### src/rtl/sn_chan_mixer.sv
// Time-multiplexed PSG channel mixer: optional DC removal (SND_DCRM_EN), three one-pole low-passes
// per channel, summing accumulator and saturating gain; one channel per clk_14m cycle after sample_en.
module sn_chan_mixer #(
  parameter int NUM_CH   = 3,
  parameter int IN_W     = 8,
  parameter int OUT_W    = 16,
  parameter int GAIN     = 176,
  parameter int SH_LIGHT = 3,
  parameter int SH_MED   = 5,
  parameter int SH_HEAVY = 6,
  parameter int DCRM_SH  = 10
) (
  input  logic                     clk_14m,
  input  logic                     n_reset,
  input  logic                     sample_en,
  input  logic [NUM_CH*IN_W-1:0]   ch_in,
  input  logic [2*NUM_CH-1:0]      ch_mode,
  output logic [OUT_W-1:0]         sound,
  output logic                     sound_valid,
  output logic                     busy,
  output logic                     overrun
);

  localparam int X_W   = IN_W + 1;
  localparam int Y_W   = IN_W + 9;
  localparam int ACC_W = IN_W + 2 + $clog2(NUM_CH);
  localparam int IDX_W = (NUM_CH > 1) ? $clog2(NUM_CH) : 1;
  localparam int P_W   = ACC_W + 11;
  localparam logic [9:0] GAIN_U = GAIN[9:0];
  localparam logic signed [P_W-1:0] P_MAX = {{(P_W-OUT_W+1){1'b0}}, {(OUT_W-1){1'b1}}};
  localparam logic signed [P_W-1:0] P_MIN = {{(P_W-OUT_W+1){1'b1}}, {(OUT_W-1){1'b0}}};

  if (NUM_CH < 1 || NUM_CH > 8 || DCRM_SH < 1 || GAIN > 1023 || P_W <= OUT_W) begin : g_bad_cfg
    $error("sn_chan_mixer: unsupported parameter set");
  end

  typedef enum logic [1:0] {IDLE, PROC, MIX} state_t;

  state_t                   state, state_nx;
  logic [NUM_CH*IN_W-1:0]   snap_in;
  logic [2*NUM_CH-1:0]      snap_mode;
  logic [IDX_W-1:0]         idx;
  logic signed [ACC_W-1:0]  acc;
  logic signed [Y_W-1:0]    yl [NUM_CH];
  logic signed [Y_W-1:0]    ym [NUM_CH];
  logic signed [Y_W-1:0]    yh [NUM_CH];
`ifdef SND_DCRM_EN
  logic signed [Y_W-1:0]    dc [NUM_CH];
  logic signed [Y_W-1:0]    dc_nx;
`endif

  logic [IN_W-1:0]          cur_in;
  logic [1:0]               cur_mode;
  logic signed [X_W-1:0]    x;
  logic signed [X_W-1:0]    cval;
  logic signed [Y_W-1:0]    yl_nx, ym_nx, yh_nx;
  logic signed [ACC_W-1:0]  contrib;
  logic signed [P_W-1:0]    acc_x, gain_x, prod;
  logic [OUT_W-1:0]         sat;

  // y + ((tgt - y) >>> sh), evaluated one bit wider so the difference cannot wrap
  function automatic logic signed [Y_W-1:0] lp(input logic signed [Y_W-1:0] y,
                                               input logic signed [Y_W:0] tgt,
                                               input int sh);
    logic signed [Y_W:0] ye, diff, sum;
    ye   = {y[Y_W-1], y};
    diff = tgt - ye;
    sum  = ye + (diff >>> sh);
    return sum[Y_W-1:0];
  endfunction

  assign busy = (state != IDLE);

  always_ff @(posedge clk_14m) begin
    if (!n_reset) state <= IDLE;
    else          state <= state_nx;
  end

  always_comb begin
    state_nx = state;
    case (state)
      IDLE:    if (sample_en) state_nx = PROC;
      PROC:    if (idx == IDX_W'(NUM_CH - 1)) state_nx = MIX;
      MIX:     state_nx = IDLE;
      default: state_nx = IDLE;
    endcase
  end

  always_comb begin
    cur_in   = snap_in[idx*IN_W +: IN_W];
    cur_mode = snap_mode[idx*2 +: 2];
`ifdef SND_DCRM_EN
    x     = $signed({1'b0, cur_in}) - $signed(dc[idx][Y_W-1:8]);
    dc_nx = lp(dc[idx], {2'b00, cur_in, 8'b0}, DCRM_SH);
`else
    x     = $signed({1'b0, cur_in});
`endif
    yl_nx = lp(yl[idx], {x[X_W-1], x, 8'b0}, SH_LIGHT);
    ym_nx = lp(ym[idx], {x[X_W-1], x, 8'b0}, SH_MED);
    yh_nx = lp(yh[idx], {x[X_W-1], x, 8'b0}, SH_HEAVY);
    case (cur_mode)
      2'b01:   cval = yl_nx[Y_W-1:8];
      2'b10:   cval = ym_nx[Y_W-1:8];
      2'b11:   cval = yh_nx[Y_W-1:8];
      default: cval = x;
    endcase
    contrib = {{(ACC_W-X_W){cval[X_W-1]}}, cval};
    acc_x   = {{(P_W-ACC_W){acc[ACC_W-1]}}, acc};
    gain_x  = {{(P_W-10){1'b0}}, GAIN_U};
    prod    = acc_x * gain_x;
    if (prod > P_MAX)      sat = P_MAX[OUT_W-1:0];
    else if (prod < P_MIN) sat = P_MIN[OUT_W-1:0];
    else                   sat = prod[OUT_W-1:0];
  end

  always_ff @(posedge clk_14m) begin
    if (!n_reset) begin
      snap_in     <= '0;
      snap_mode   <= '0;
      idx         <= '0;
      acc         <= '0;
      sound       <= '0;
      sound_valid <= 1'b0;
      overrun     <= 1'b0;
      for (int i = 0; i < NUM_CH; i++) begin
        yl[i] <= '0;
        ym[i] <= '0;
        yh[i] <= '0;
`ifdef SND_DCRM_EN
        dc[i] <= '0;
`endif
      end
    end else begin
      sound_valid <= 1'b0;
      if (sample_en && state != IDLE) overrun <= 1'b1;
      case (state)
        IDLE: begin
          if (sample_en) begin
            snap_in   <= ch_in;
            snap_mode <= ch_mode;
            acc       <= '0;
            idx       <= '0;
          end
        end
        PROC: begin
          // every filter advances each sample so a later mode switch lands on a settled state
          yl[idx] <= yl_nx;
          ym[idx] <= ym_nx;
          yh[idx] <= yh_nx;
`ifdef SND_DCRM_EN
          dc[idx] <= dc_nx;
`endif
          acc <= acc + contrib;
          idx <= idx + 1'b1;
        end
        MIX: begin
          sound       <= sat;
          sound_valid <= 1'b1;
        end
        default: ;
      endcase
    end
  end

endmodule
### config.mk
export PLATFORM = sky130hd
export DESIGN_NAME = sn_chan_mixer
export DESIGN_NICKNAME = d
export VERILOG_FILES = /design/src/rtl/sn_chan_mixer.sv
export SDC_FILE = /design/constraint.sdc
export NUM_CORES = 1
export LEC_CHECK = 0
export CORE_UTILIZATION = 58
export CTS_BUF_LIST = sky130_fd_sc_hd__clkbuf_4
export DETAILED_ROUTE_END_ITERATION = 6
export GPL_TIMING_DRIVEN = 0
export HOLD_SLACK_MARGIN = 0.05
export PLACE_DENSITY = 0.85
export SYNTH_ARGS = -nofsm -noshare
export SYNTH_HDL_FRONTEND = slang
export SYNTH_SLANG_ARGS = --single-unit
### constraint.sdc
create_clock -name clk_14m -period 7.7 [get_ports clk_14m]
set_input_delay 1.54 -clock clk_14m [delete_from_list [all_inputs] [get_ports clk_14m]]
set_output_delay 1.54 -clock clk_14m [all_outputs]
set_load 0.1 [all_outputs]
**Word level (Yosys, flattened, before mapping)**

Memory sizes are Yosys's and may differ from the RTL's. A register that Yosys moved wholly into a read port is not among the register bits.
Index checks and enable logic that the tools add are counted.

- Add/sub/neg operators: 8
- $mul: 1
- Magnitude comparators: 2
- Eq/ne operators: 8
- Shift operators: 2
- Muxes and demuxes: 30
- Reduce and logical (&&, ||, !) cells: 10

Operators by type and width:

| kind | count |
|---|---|
| $sub 17x17->18 | 3 |
| $mux 17 | 3 |
| $reduce_or 17->1 | 3 |
| $mux 16 | 2 |
| $pmux 9 s3 | 1 |
| $mux 2 | 12 |
| $pmux 12 s2 | 1 |
| $shiftx 24x6->8 | 1 |
| $gt 21x16->1 const B | 1 |
| $lt 21x16->1 const B | 1 |
| $add 17x12->17 | 1 |
| $add 17x13->17 | 1 |
| $add 17x15->17 | 1 |
| $mul 12x5->17 const B | 1 |
| $add 12x9->12 | 1 |
| $mux 12 | 1 |
| $eq 2x2->1 const B | 4 |
| $mux 1 | 8 |
| $pmux 2 s2 | 2 |
| $reduce_and 2->1 | 3 |
| $shiftx 6x4->2 | 1 |
| $eq 2x1->1 const B | 2 |
| $ne 2x2->1 const B | 2 |
| $reduce_bool 2->1 | 2 |
| 3 further kinds | 3 |

- Flip-flop bits (word level): 64
- Memory bits (writable): 153
- Input bits: 33
- Output and inout bits: 19
- Logic and storage cells: 72
- Memories: 3

Memory list:

| name | depth | bits a word | read ports | clocked after Yosys merged registers in | wr ports | line | RTL |
|---|---|---|---|---|---|---|---|
| yh | 3 | 17 | 1 | 1 | 3 | 46 | `logic signed [Y_W-1:0] yh [NUM_CH];` |
| yl | 3 | 17 | 1 | 1 | 3 | 44 | `logic signed [Y_W-1:0] yl [NUM_CH];` |
| ym | 3 | 17 | 1 | 1 | 3 | 45 | `logic signed [Y_W-1:0] ym [NUM_CH];` |

**Longest topological paths before layout**

- Depth after elaboration: 6
- Mapped depth: 38
- Gate-level depth less buffers: 35

**Worst setup path before layout**

No wires, ideal clock.

- Path kind: reg2reg
- Start point: reg (tool-made name)
- End point: reg acc[11]
- Setup time: 74 ps
- Arrival time: 7089 ps
- Required time: 7626 ps
- Path slack: 537 ps
- Cell stages (with the launch flop): 38
- Buffers on the path: 5
- Period minus slack after synthesis: 7163 ps
- Path through: dfxtp_1 buf_6 buf_12 buf_6 buf_2 buf_1 mux4_2 inv_1 ha_1 a21oi_1 nand2_1 a41oi_1 nor2_1 and2_1 nor2_1 nor2b_1 nor2_1 xnor2_1 [2 not listed] a211oi_1 xor2_1 nor2_1 a21oi_1 a21oi_1 ha_1 a21o_1 a21oi_1 o21bai_1 a21oi_1 o21bai_1 a21oi_1 o21bai_1 a21oi_1 o21ai_0 xnor2_2 or3_1 a31oi_1

RTL lines:

| what | line | RTL |
|---|---|---|
| to (signal assigned) | 153 | `acc <= acc + contrib;` |
| to (decl) | 43 | `logic signed [ACC_W-1:0] acc;` |

==> results.cfg <==
[worst_setup_path]
worstPathRequired_ns = 8.32
crit_fanout = 19
critical_path_class = register to register
cp-start-kind = register
cp-end-kind = register
slowest_delay_ns = 0.44
cp_common_cell = a21oi_1
slowest_stage = dfxtp_2
arrival_ns = 7.91

[routing]
drc = 0
ant_nets = 0
drt-pass1-iter-count = 7
num_vias = 11940
wl_mm = 37.25
wl_per_cell_um = 18.41
vias_per_cell = 5.903
drt_first_iter_violations = 1070

[finish]
area_growth_pct = 13.27
finish.utilization_pct = 66.81
nNetsFinal = 1794
drive_gt1_share_pct = 14.04

[timing]
fin_ws_ns = 0.4082
whs_ns = 0.4571
hold_violations = 0
max_freq_ghz = 0.1371
finalSetupViolations = 0
fin_skew_ns = 0.06583
period_share_pct = 94.70
slew_violations = 0
relSlewSlack_pct = 32.52
min_period_ns = 7.292
rsz0062_at_grt = false
tightestPinTransition_ns = 1.012
finalSetupTns_ns = 0

[global_routing]
grtUsageTotal_pct = 27.08
gr-total-overflow = 0
antenna_found_initial = 1
grt_first_pass_wirelength_mm = 59.69
grt_pass1_vias = 12310
grt_max_degree = 52

[placement]
dpl.hpwl_mm = 25.82
dp_slack_ns = -0.9670
port_buffers = 51
gp_congestion = 0.8828

[clock_network]
cts_hold_buf = 0
h-tree-depth = 3
clock_path_buffers = 3
cts_sinks = 267
cts_made_buffers = 68
cts_root_buf = clkbuf_4
cts_tree = built
clkLatencyLatePin_ns = 0.73
path_clk_slew_ns = 0.07

[power]
p_sw_share_pct = 39.90
p_comb_share_pct = 44.1
powerDensity_mw_per_mm2 = 300.1
p_seq_share_pct = 32.9
power.leakage_uw = 0.007424
pwr-share-clk_pct = 23.0
p_total_uw = 5388
ir_drop_v = 0.0001562
netSwitchingPower_uw = 2150
internal_power_uw = 3238

[logic_synthesis]
ys_seq_area_share_pct = 46.60
ys_ff_latch = 267
ys_async_sr_fraction_pct = 0
syn_area_mm2 = 0.01585
synth-edff-count = 204
synth_cell_types = 77
synth_nets = 1663
yosys_most_used_dff = edfxtp_1
syn_inst = 1499
ys_warn_count = 0
postSynthAreaPerCell_um2 = 10.58

[die]
dieHeight_um = 167.3
fp.dieW_um = 167.3
die_area_mm2 = 0.02800
ioPinCount = 52
fp-row-count = 60
core_mm2 = 0.02688
start_util_pct = 58.99

[min_path]
hold_class = register to register

[run]
drv_cap = 0

[status]
status = completed
-- synthesized netlist by cell type (18+ instances only) --
cell	number	area, um2
xor2_1	31	271.5
nand2_1	128	480.5
a21oi_1	125	625.6
edfxtp_1	204	6126
dfxtp_1	63	1261
xnor2_1	67	586.8
clkbuf_1	40	150.1
a21o_1	18	135.1
ha_1	118	1476
nand3_1	32	160.2
inv_1	159	596.8
o21ai_0	38	190.2
nor2_1	217	814.5
mux4_2	46	1036
-- registers in the layout, summed over array words and instances (netlist names), 6 cells and up, named ones only --
name	cells
ym	68
snap_in	24
sound	13
yl	68
snap_mode	6
acc	12
yh	68
-- worst max-delay path: cells and delay by family (launching register included) --
| family | cells | cell delay, ns |
|---|---|---|
| multiplexers | 1 | 0.37 |
| flip-flops | 1 | 0.44 |
| XOR/XNOR | 3 | 0.57 |
| AO/OA/AOI/OAI | 18 | 3.09 |
| adder cells (fa/ha/maj) | 3 | 0.92 |
| AND/OR/NAND/NOR | 5 | 0.90 |
| buffers and inverters | 4 | 0.85 |
-- metrics by stage --
step | instance area, um2 | instances
6_report | 17960 | 2023
5_1_grt | 17960 | 2023
4_1_cts | 17780 | 2013
3_5_place_dp | 16830 | 1892
3_3_place_gp | 16790 | 1891
2_1_floorplan | 15850 | 1499
-- power groups by stage --
| stage | registers [uW] | clock network [uW] | logic (uW) |
|---|---|---|---|
| after floorplan | 1790 | 0 | 1670 |
| after global placement | 1800 | 0 | 2100 |
| after detailed placement | 1800 | 0 | 2200 |
| after CTS | 1770 | 1250 | 2270 |
| after global routing | 1780 | 1320 | 2590 |
| final | 1770 | 1240 | 2380 |
-- cell families after synthesis --
family | Yosys count | share of synthesized area (%)
flops | 267 | 46.60
xor+xnor | 101 | 5.793
simple gates | 451 | 12.34
fa+ha+maj | 131 | 10.96
buf+inv | 217 | 5.493
compound gates | 267 | 10.56
mux | 65 | 8.264
-- path summary, 6_finish.rpt --
path,to,depth (start not counted),slack [ns],start
worst min-delay path,snap_in[11]$_SDFFE_PN0P_,2,0.46,snap_in[11]$_SDFFE_PN0P_
worst min register to register,snap_in[11]$_SDFFE_PN0P_,2,0.46,snap_in[11]$_SDFFE_PN0P_
worst max register to register,acc[11]$_SDFFE_PN0P_,34,0.41,register
worst max-delay path,acc[11]$_SDFFE_PN0P_,34,0.41,register
-- cell usage in the layout (no fill, tap or decap), types with 4 or more instances in the layout --
cell and instances:
clkbuf_4 99, clkinv_1 12, o21a_1 5, xnor2_1 63, nand2_1 125, a21oi_2 4
ha_1 118, xnor2_2 6, o21bai_1 17, nor4_1 4, edfxtp_1 204, o21ai_0 34
mux2i_1 12, nand3_1 32, o21ai_2 4, and2_1 4, or3_1 7, nor2b_1 12
a31oi_1 5, a21oi_1 123, inv_1 159, a21o_1 18, clkdlybuf4s50_1 51, o22ai_1 7
mux4_1 5, dfxtp_1 62, buf_4 19, a211oi_1 9, mux4_2 46, nand2b_1 10
xor2_1 27, nor2_1 217, fa_1 13, xor2_2 4, nor3_1 13, and3_1 5
clkbuf_1 38
-- area by class of cell --
type                       count  area [um2]
inverter                     159       596.8
antenna                        1       2.502
buffer                        56       305.3
fill                        1990        8920
clock buffer                  99       743.2
clock inverter                22       133.9
multi-input combinational   1015        7746
tap                          341       426.7
sequential                   267        7388
timing repair buffer          63       613.1
-- per-layer routing --
metal / GRT usage, % / share of wire (%)
met2: 46.32 / 50
met3: 5.696 / 7.4
met4: 15.04 / 4.1
met1: 31.87 / 39
met5: 0 / 0
-- repair_timing --
item,4_1_cts,5_1_grt
endpoints found under the hold margin,0,0
gates resized for setup,29,25
pin swaps,1,2
endpoints found under the setup margin,7,4
buffers inserted,1,10
Power figures use the tool's default switching activity.
